### config.mk
export PLATFORM = sky130hd
export DESIGN_NAME = mono_data_tx_emu
export DESIGN_NICKNAME = d
export VERILOG_FILES = /design/src/rtl/mono_data_tx_emu.sv
export SDC_FILE = /design/constraint.sdc
export NUM_CORES = 1
export LEC_CHECK = 0
export ABC_CLOCK_PERIOD_IN_PS = 9100
export CAP_MARGIN = 20
export CORE_UTILIZATION = 43
export DETAILED_ROUTE_END_ITERATION = 8
export DONT_BUFFER_PORTS = 1
export GPL_TIMING_DRIVEN = 0
export PLACE_DENSITY = 0.67
export SLEW_MARGIN = 20
export SYNTH_ARGS = -nofsm -noshare
export SYNTH_HDL_FRONTEND = slang
export SYNTH_SLANG_ARGS = --single-unit
export TNS_END_PERCENT = 50
### constraint.sdc
create_clock -name CLK -period 9.1 [get_ports CLK]
set_input_delay 0.91 -clock CLK [delete_from_list [all_inputs] [get_ports CLK]]
set_output_delay 0.91 -clock CLK [all_outputs]
set_load 0.1 [all_outputs]
### src/rtl/mono_data_tx_emu.sv
// Chip-side emulator of the LF-Monopix2 readout: hit queue, TOKEN/FREEZE
// bookkeeping and a READ-triggered MSB-first serialiser of 27-bit hit words.
module mono_data_tx_emu #(
    parameter int DEPTH_LOG2 = 4,
    parameter int TX_DELAY   = 2
) (
    input  logic       CLK,
    input  logic       RST_N,
    input  logic       HIT_WR,
    input  logic [5:0] HIT_COL,
    input  logic [8:0] HIT_ROW,
    input  logic [5:0] HIT_LE,
    input  logic [5:0] HIT_TE,
    output logic       HIT_FULL,
    input  logic       FREEZE,
    input  logic       READ,
    output logic       TOKEN,
    output logic       DATA,
    output logic       BUSY,
    output logic [7:0] LOST_CNT
);

    localparam int                    DEPTH     = 1 << DEPTH_LOG2;
    localparam logic [DEPTH_LOG2:0]   DEPTH_CNT = (DEPTH_LOG2 + 1)'(DEPTH);
    localparam logic [DEPTH_LOG2:0]   OCC_ONE   = (DEPTH_LOG2 + 1)'(1);
    localparam logic [DEPTH_LOG2-1:0] PTR_ONE   = (DEPTH_LOG2)'(1);
    localparam logic [3:0]            DLY_INIT  = 4'(TX_DELAY - 1);

    typedef enum logic [1:0] {
        ST_IDLE,
        ST_WAIT,
        ST_SHIFT
    } state_t;

    function automatic logic [5:0] gray6(input logic [5:0] b);
        return b ^ (b >> 1);
    endfunction

    logic [26:0]           mem [DEPTH];
    logic [DEPTH_LOG2-1:0] wr_ptr;
    logic [DEPTH_LOG2-1:0] rd_ptr;
    logic [DEPTH_LOG2:0]   occ;
    logic [DEPTH_LOG2:0]   frozen_cnt;
    logic [7:0]            lost_cnt;
    logic                  full;
    logic                  push;
    logic                  drop;
    logic                  pop;
    logic                  avail;
    logic [26:0]           hit_word;

    logic                  read_ff;
    logic                  read_d;
    logic                  read_rise;
    logic                  frz_ff;
    logic                  frz_rise;
    logic                  frz_fall;

    state_t                state;
    logic [26:0]           shreg;
    logic [3:0]            dly;
    logic [4:0]            bitcnt;
    logic                  data_q;
    logic                  busy_q;
    logic                  token_q;

    assign hit_word  = {HIT_COL, gray6(HIT_LE), gray6(HIT_TE), HIT_ROW};
    assign full      = (occ == DEPTH_CNT);
    assign push      = HIT_WR & ~full;
    assign drop      = HIT_WR & full;
    // READ rise is taken between the two registered copies so the pop lands
    // on the first edge that sees the registered READ high.
    assign read_rise = read_ff & ~read_d;
    assign frz_rise  = FREEZE & ~frz_ff;
    assign frz_fall  = ~FREEZE & frz_ff;
    assign avail     = frz_ff ? (frozen_cnt != '0) : (occ != '0);
    assign pop       = (state == ST_IDLE) & read_rise & avail;

    assign HIT_FULL  = full;
    assign TOKEN     = token_q;
    assign DATA      = data_q;
    assign BUSY      = busy_q;
    assign LOST_CNT  = lost_cnt;

    // Register READ and FREEZE for edge detection.
    always_ff @(posedge CLK or negedge RST_N) begin
        if (!RST_N) begin
            read_ff <= 1'b0;
            read_d  <= 1'b0;
            frz_ff  <= 1'b0;
        end else begin
            read_ff <= READ;
            read_d  <= read_ff;
            frz_ff  <= FREEZE;
        end
    end

    // Queue storage; contents need no reset since occupancy gates all reads.
    always_ff @(posedge CLK) begin
        if (push) begin
            mem[wr_ptr] <= hit_word;
        end
    end

    // Queue pointers, occupancy and the dropped-hit counter.
    always_ff @(posedge CLK or negedge RST_N) begin
        if (!RST_N) begin
            wr_ptr   <= '0;
            rd_ptr   <= '0;
            occ      <= '0;
            lost_cnt <= '0;
        end else begin
            if (push) begin
                wr_ptr <= wr_ptr + PTR_ONE;
            end
            if (pop) begin
                rd_ptr <= rd_ptr + PTR_ONE;
            end
            case ({push, pop})
                2'b10:   occ <= occ + OCC_ONE;
                2'b01:   occ <= occ - OCC_ONE;
                default: occ <= occ;
            endcase
            if (drop && (lost_cnt != 8'hFF)) begin
                lost_cnt <= lost_cnt + 8'd1;
            end
        end
    end

    // Freeze snapshot of the queue depth, counted down by pops while frozen.
    always_ff @(posedge CLK or negedge RST_N) begin
        if (!RST_N) begin
            frozen_cnt <= '0;
        end else if (frz_rise) begin
            frozen_cnt <= occ - (pop ? OCC_ONE : '0);
        end else if (frz_fall) begin
            frozen_cnt <= '0;
        end else if (frz_ff && pop) begin
            frozen_cnt <= frozen_cnt - OCC_ONE;
        end
    end

    // TOKEN follows the frozen count during freeze, the live occupancy otherwise.
    always_ff @(posedge CLK or negedge RST_N) begin
        if (!RST_N) begin
            token_q <= 1'b0;
        end else begin
            token_q <= frz_ff ? (frozen_cnt != '0) : (occ != '0);
        end
    end

    // Serialiser FSM with registered DATA and BUSY.
    always_ff @(posedge CLK or negedge RST_N) begin
        if (!RST_N) begin
            state  <= ST_IDLE;
            shreg  <= '0;
            dly    <= '0;
            bitcnt <= '0;
            data_q <= 1'b0;
            busy_q <= 1'b0;
        end else begin
            case (state)
                ST_IDLE: begin
                    data_q <= 1'b0;
                    if (pop) begin
                        shreg  <= mem[rd_ptr];
                        dly    <= DLY_INIT;
                        busy_q <= 1'b1;
                        state  <= ST_WAIT;
                    end
                end
                ST_WAIT: begin
                    // The MSB leaves on the edge that ends the wait, so the
                    // first bit appears TX_DELAY edges after the pop.
                    if (dly == 4'd0) begin
                        data_q <= shreg[26];
                        bitcnt <= 5'd25;
                        state  <= ST_SHIFT;
                    end else begin
                        dly <= dly - 4'd1;
                    end
                end
                ST_SHIFT: begin
                    data_q <= shreg[bitcnt];
                    if (bitcnt == 5'd0) begin
                        busy_q <= 1'b0;
                        state  <= ST_IDLE;
                    end else begin
                        bitcnt <= bitcnt - 5'd1;
                    end
                end
                default: begin
                    data_q <= 1'b0;
                    busy_q <= 1'b0;
                    state  <= ST_IDLE;
                end
            endcase
        end
    end

endmodule

---- After elaboration in Yosys (flattened, before gate mapping) ----
Memories as Yosys holds them, arrays and structs flattened. A register that Yosys moved wholly into a read port is not among the register bits.
Cells that the tools add are included.
cells by class
  reductions and logical operators ........ 17
  bitwise logic cells ..................... 14
  $add $sub $neg .......................... 9
  order comparisons ....................... 1
  mux-type cells .......................... 25
  eq/ne operators ......................... 11
operators with widths
  cell                                                                           number
  5-bit two-way mux                                                              5
  5-bit case mux with 2 select lines                                             2
  5-bit by 1-bit subtractor with 5-bit output (second input constant)            3
  3-bit AND reduction                                                            4
  6-bit by 5-bit XOR with 6-bit output                                           2
  2-bit inequality test (second input constant)                                  5
  5-bit nonzero test                                                             2
  4-bit by 1-bit adder with 4-bit output (second input constant)                 2
  8-bit by 1-bit adder with 8-bit output (second input constant)                 1
  1-bit two-way mux                                                              8
  4-bit two-way mux                                                              2
  8-bit inequality test (second input constant)                                  1
  4-bit case mux with 2 select lines                                             1
  1-bit bitwise AND                                                              7
  5-bit by 6-bit less-than comparator with 1-bit output (second input constant)  1
  2-bit two-way mux                                                              3
  2-bit case mux with 3 select lines                                             1
  2-bit nonzero test                                                             3
  5-bit by 1-bit adder with 5-bit output (second input constant)                 1
  1-bit binary-select mux with 5-bit select                                      1
  5-bit equality test (second input constant)                                    1
  5-bit zero test                                                                1
  1-bit inverter                                                                 5
  5-bit by 1-bit subtractor with 5-bit output                                    1
  11 further kinds                                                               14
word-level totals
  output and inout bits ................... 12
  bits in writable memories ............... 432
  bits in registers ....................... 43
  memories ................................ 1
memory list
  name  words  bits a word  read ports  clocked after Yosys merged registers in  write ports  RTL line  RTL
  mem   16     27           1           1                                        1            39        logic [26:0] mem [DEPTH];

---- Logic depth before layout (Yosys ltp) ----
  word-level depth ........................ 8
  gate-level depth with buffers ........... 15

---- Least setup slack after synthesis ----
Ideal clock, no wire load.
  path kind ............................... input port to flip-flop
  start ................................... input HIT_WR
  end ..................................... memory mem[3][0], enable pin
  buffers on the path ..................... 1
  data required time ...................... 8.655 ns
  arrival time ............................ 3.323 ns
  setup time .............................. 0.445 ns
  stages on the path ...................... 4
  slack ................................... 5.332 ns
  cells stage by stage .................... and2_1 > clkbuf_1 > nand2_1 > nor3_1
on the way
  longest elaborated chain between the ends .. 3
ends and longest elaborated chain
  element                                  RTL line  RTL
  from (decl)                              9         input logic HIT_WR,
  1-bit bitwise AND                        69        assign push = HIT_WR & ~full;
  1-bit two-way mux                        100       if (push) begin
  1-bit two-way mux (implied by the code)  101       mem[wr_ptr] <= hit_word;
  to (decl)                                39
No other way between the ends.

---- Worst setup path in the final report ----
  start ................................... register occ[2]
  end ..................................... register occ[4]
on the way
  longest elaborated chain between the ends .. 5
  elaborated cells between the ends (all ways) .. 12
  those cells by class .................... 2 x add/sub; 3 x eq/ne; 2 x mux; 3 x bitwise; 2 x reduce/logical
ends and longest elaborated chain
  element                                                                                RTL line  RTL
  from (decl)                                                                            42        logic [DEPTH_LOG2:0] occ;
  from (signal assigned)                                                                 120       2'b10: occ <= occ + OCC_ONE;
  from (signal assigned)                                                                 121       2'b01: occ <= occ - OCC_ONE;
  5-bit nonzero test (*)                                                                 76        assign avail = frz_ff ? (frozen_cnt != '0) : (occ != '0);
  1-bit two-way mux (*)                                                                  76
  1-bit bitwise AND (*)                                                                  77        assign pop = (state == ST_IDLE) & read_rise & avail;
  net pop                                                                                48        logic pop;
  2-bit by 1-bit equality test with 1-bit output or 2-bit equality test (tied branches)  119       case ({push, pop})
  5-bit case mux with 2 select lines or 2-bit nonzero test (tied branches)               -
The timed path passes the listed nets; every way through them passes the cells marked *.
A chain may end at the register's enable or synchronous reset.

==> results.py <==
metrics = {
    "status": {
        "status": "complete, no violations",
    },
    "placed_design": {
        "dpl.cell_count": 1580,
        "placed_area_um2": 21280,
        "dpl.hpwl_um": 27010,
        "routabilityCongestion": 0.7741,
        "portBuffers": 0,
        "place_ws_ns": 5.367,
    },
    "clock_tree": {
        "clkSlewWorstSetupHoldPaths_ns": 0.06,
        "hold_buffers": 0,
        "cts_resized": 0,
        "cts_sinks": 502,
        "cts_tree": "done",
        "clock_latency_ns": 0.57,
        "postCtsSetupBuffers": 0,
        "ctsLongestPathBuffers": 3,
        "cts_buffers": 50,
        "htree_levels": 2,
        "cts_root_buf": "clkbuf_16",
    },
    "floorplan": {
        "rows": 78,
        "dieArea_um2": 47310,
        "start_util_pct": 43.82,
        "die_width_um": 217.5,
        "core-area_um2": 45580,
        "io-pin-count": 44,
        "die_h_um": 217.5,
    },
    "setup_path": {
        "start_kind": "flip-flop",
        "critPathLaunch": "occ[2]",
        "crit_path_max_fanout": 12,
        "end_kind": "flip-flop",
        "criticalPathCategory": "reg -> reg",
        "rr_startpoint": "occ[2]",
        "arrival_ns": 4.21,
        "r2r_setup_slack_ns": 5.38,
        "required_ns": 9.59,
    },
    "cells_and_area": {
        "insertedDiodeCount": 0,
        "fin_cells": 1673,
        "drive_gt1_share_pct": 28.42,
        "multi_input_area_um2": 5055,
        "final_util_pct": 50.12,
        "area_delta_synth_final_pct": 14.38,
        "nFillCells": 3597,
        "final_nets": 1087,
        "regArea_um2": 14720,
        "final_area_um2": 22840,
    },
    "synth": {
        "ys_ff_latch": 502,
        "synthArstFlopShare_pct": 13.94,
        "synth_area_leaders": "edfxtp_1 (65%), mux4_2 (16%), dfrtp_1 (8.8%)",
        "synth_top_area_cell": "edfxtp_1",
        "yosysTopAreaCellShare_pct": 64.95,
        "syn-cell-area_um2": 19970,
        "synth-seq-area-share_pct": 73.73,
        "ys_warn_count": 0,
        "synth_ff_type": "edfxtp_1",
        "netlist_top_cells_count": "edfxtp_1 (432), mux4_2 (139), dfrtp_1 (70)",
        "syn_area_per_cell_um2": 20.98,
        "synth-edff-count": 432,
        "syn-num-nets": 1006,
        "netlist_instances": 952,
        "synth.distinct_cells": 46,
        "yosysMostFrequentCell": "edfxtp_1",
    },
    "drt": {
        "vias": 9492,
        "routed_wl_um": 42150,
        "ant_nets": 0,
        "drt_iter0_markers": 921,
        "viasPerCell": 5.674,
        "wire_per_inst_um": 25.20,
        "route.detailed.drc": 0,
        "drtPass1Iterations": 7,
    },
    "timing": {
        "finalCritPeriodShare_pct": 40.87,
        "worst_pin_slew_ns": 1.058,
        "fin_hold_ws_ns": 0.03318,
        "hold_viol": 0,
        "finalCriticalPeriod_ns": 3.719,
        "finClkSkew_ns": 0.01765,
        "slew_headroom_pct": 29.49,
        "max_freq_mhz": 268.9,
        "finalSetupTns_ns": 0,
        "rsz0062_at_grt": "false",
        "setup_viol": 0,
        "maxSlewViolCount": 0,
        "setup_slack_ns": 5.381,
    },
    "grt": {
        "track_usage_pct": 18.53,
        "grt_pass1_wl_um": 64190,
        "grt_max_degree": 71,
        "grt-ovfl-total": 0,
        "grt_antenna_before_repair": 0,
        "grt_pass1_vias": 9798,
    },
    "pwr": {
        "vdd_drop_max_mv": 0.1869,
        "fin_total_pwr_mw": 7.158,
        "power-per-cell-area_nw_per_um2": 313.3,
        "p_leak_nw": 7.547,
    },
    "min_path": {
        "hold_path_class": "in -> async",
    },
    "flow_run": {
        "cap_violations": 0,
    },
}
==> layer usage <==
layer	global-route usage, %	wire length [um]	part of all wire (%)	vias up
li1	-	-	-	4046
met4	4.131	736	1.7	0
met3	3.236	2114	5.0	65
met5	0	0	0	-
met2	30.23	20880	50	233
met1	26.16	18420	44	5148
==> layout make-up <==
cell class              instances  share of cell area (%)
clock buffers                  63                   5.691
plain buffers                  46                  0.9859
inverters                      22                  0.3615
multi-input cells             382                   22.13
clock inverters                29                   1.123
flip-flops and latches        502                   64.45
well taps                     600                   3.286
repair buffers                 29                   1.972
==> cell families (layout without fill, tap and decap cells) <==
logic type | count (synthesis) | in the layout | synth area share (%)
and+or+nand+nor | 97 | 97 | 2.374
AOI/OAI and AO/OA | 51 | 51 | 1.692
muxes | 176 | 176 | 17.71
DFF | 502 | 502 | 73.73
xor gates and xnor gates | 36 | 36 | 1.579
adders and majority gates | 22 | 22 | 1.378
buffers and inverters | 68 | 189 | 1.541
==> placed cells by master, fill, tap and decap left out, drive strengths merged, types with 15 or more instances in the layout <==
| cell | synthesis | routed |
|---|---|---|
| edfxtp | 432 | 432 |
| inv | 22 | 24 |
| o21ai | 15 | 15 |
| buf | 26 | 55 |
| dfrtp | 70 | 70 |
| mux4 | 139 | 139 |
| xor2 | 21 | 21 |
| mux2 | 29 | 29 |
| ha | 22 | 22 |
| xnor2 | 15 | 15 |
| clkbuf | 20 | 83 |
| nor2 | 25 | 25 |
| nand2 | 26 | 26 |
| clkinv | 0 | 22 |
==> critical path, cell delays in order (launching register included) <==
cell,delay (ns)
dfrtp_1,0.35
buf_2,0.17
nor4_1,0.73
a221oi_1,0.25
buf_2,0.27
buf_2,0.27
ha_1,0.22
clkbuf_1,0.21
xor2_1,0.19
ha_1,0.25
nor4bb_1,0.32
a21oi_1,0.07
a21oi_1,0.18
xor2_1,0.15
==> flip-flops by register name, summed over array words and instances (netlist names), 2 cells and up <==
signal      flops
occ             5
dly             4
wr_ptr          4
state           2
rd_ptr          4
shreg          27
LOST_CNT        8
frozen_cnt      5
bitcnt          5
mem           432
==> final timing paths <==
| path | endpoint | depth (start not counted) |
|---|---|---|
| max in group asynchronous | shreg[0] | 0 |
| min in group CLK | frz_ff | 0 |
| max reg2reg | occ[4] | 13 |
| min reg2reg | read_d | 0 |
| min | LOST_CNT[5] | 0 |
| max | occ[4] | 13 |
==> report_power, final <==
| group | total, mW | internal, mW | switching (mW) |
|---|---|---|---|
| clock network | 1.97 | 1.10 | 0.871 |
| logic | 2.12 | 1.02 | 1.10 |
| registers | 3.06 | 2.85 | 0.215 |
Power figures use the tool's default switching activity.
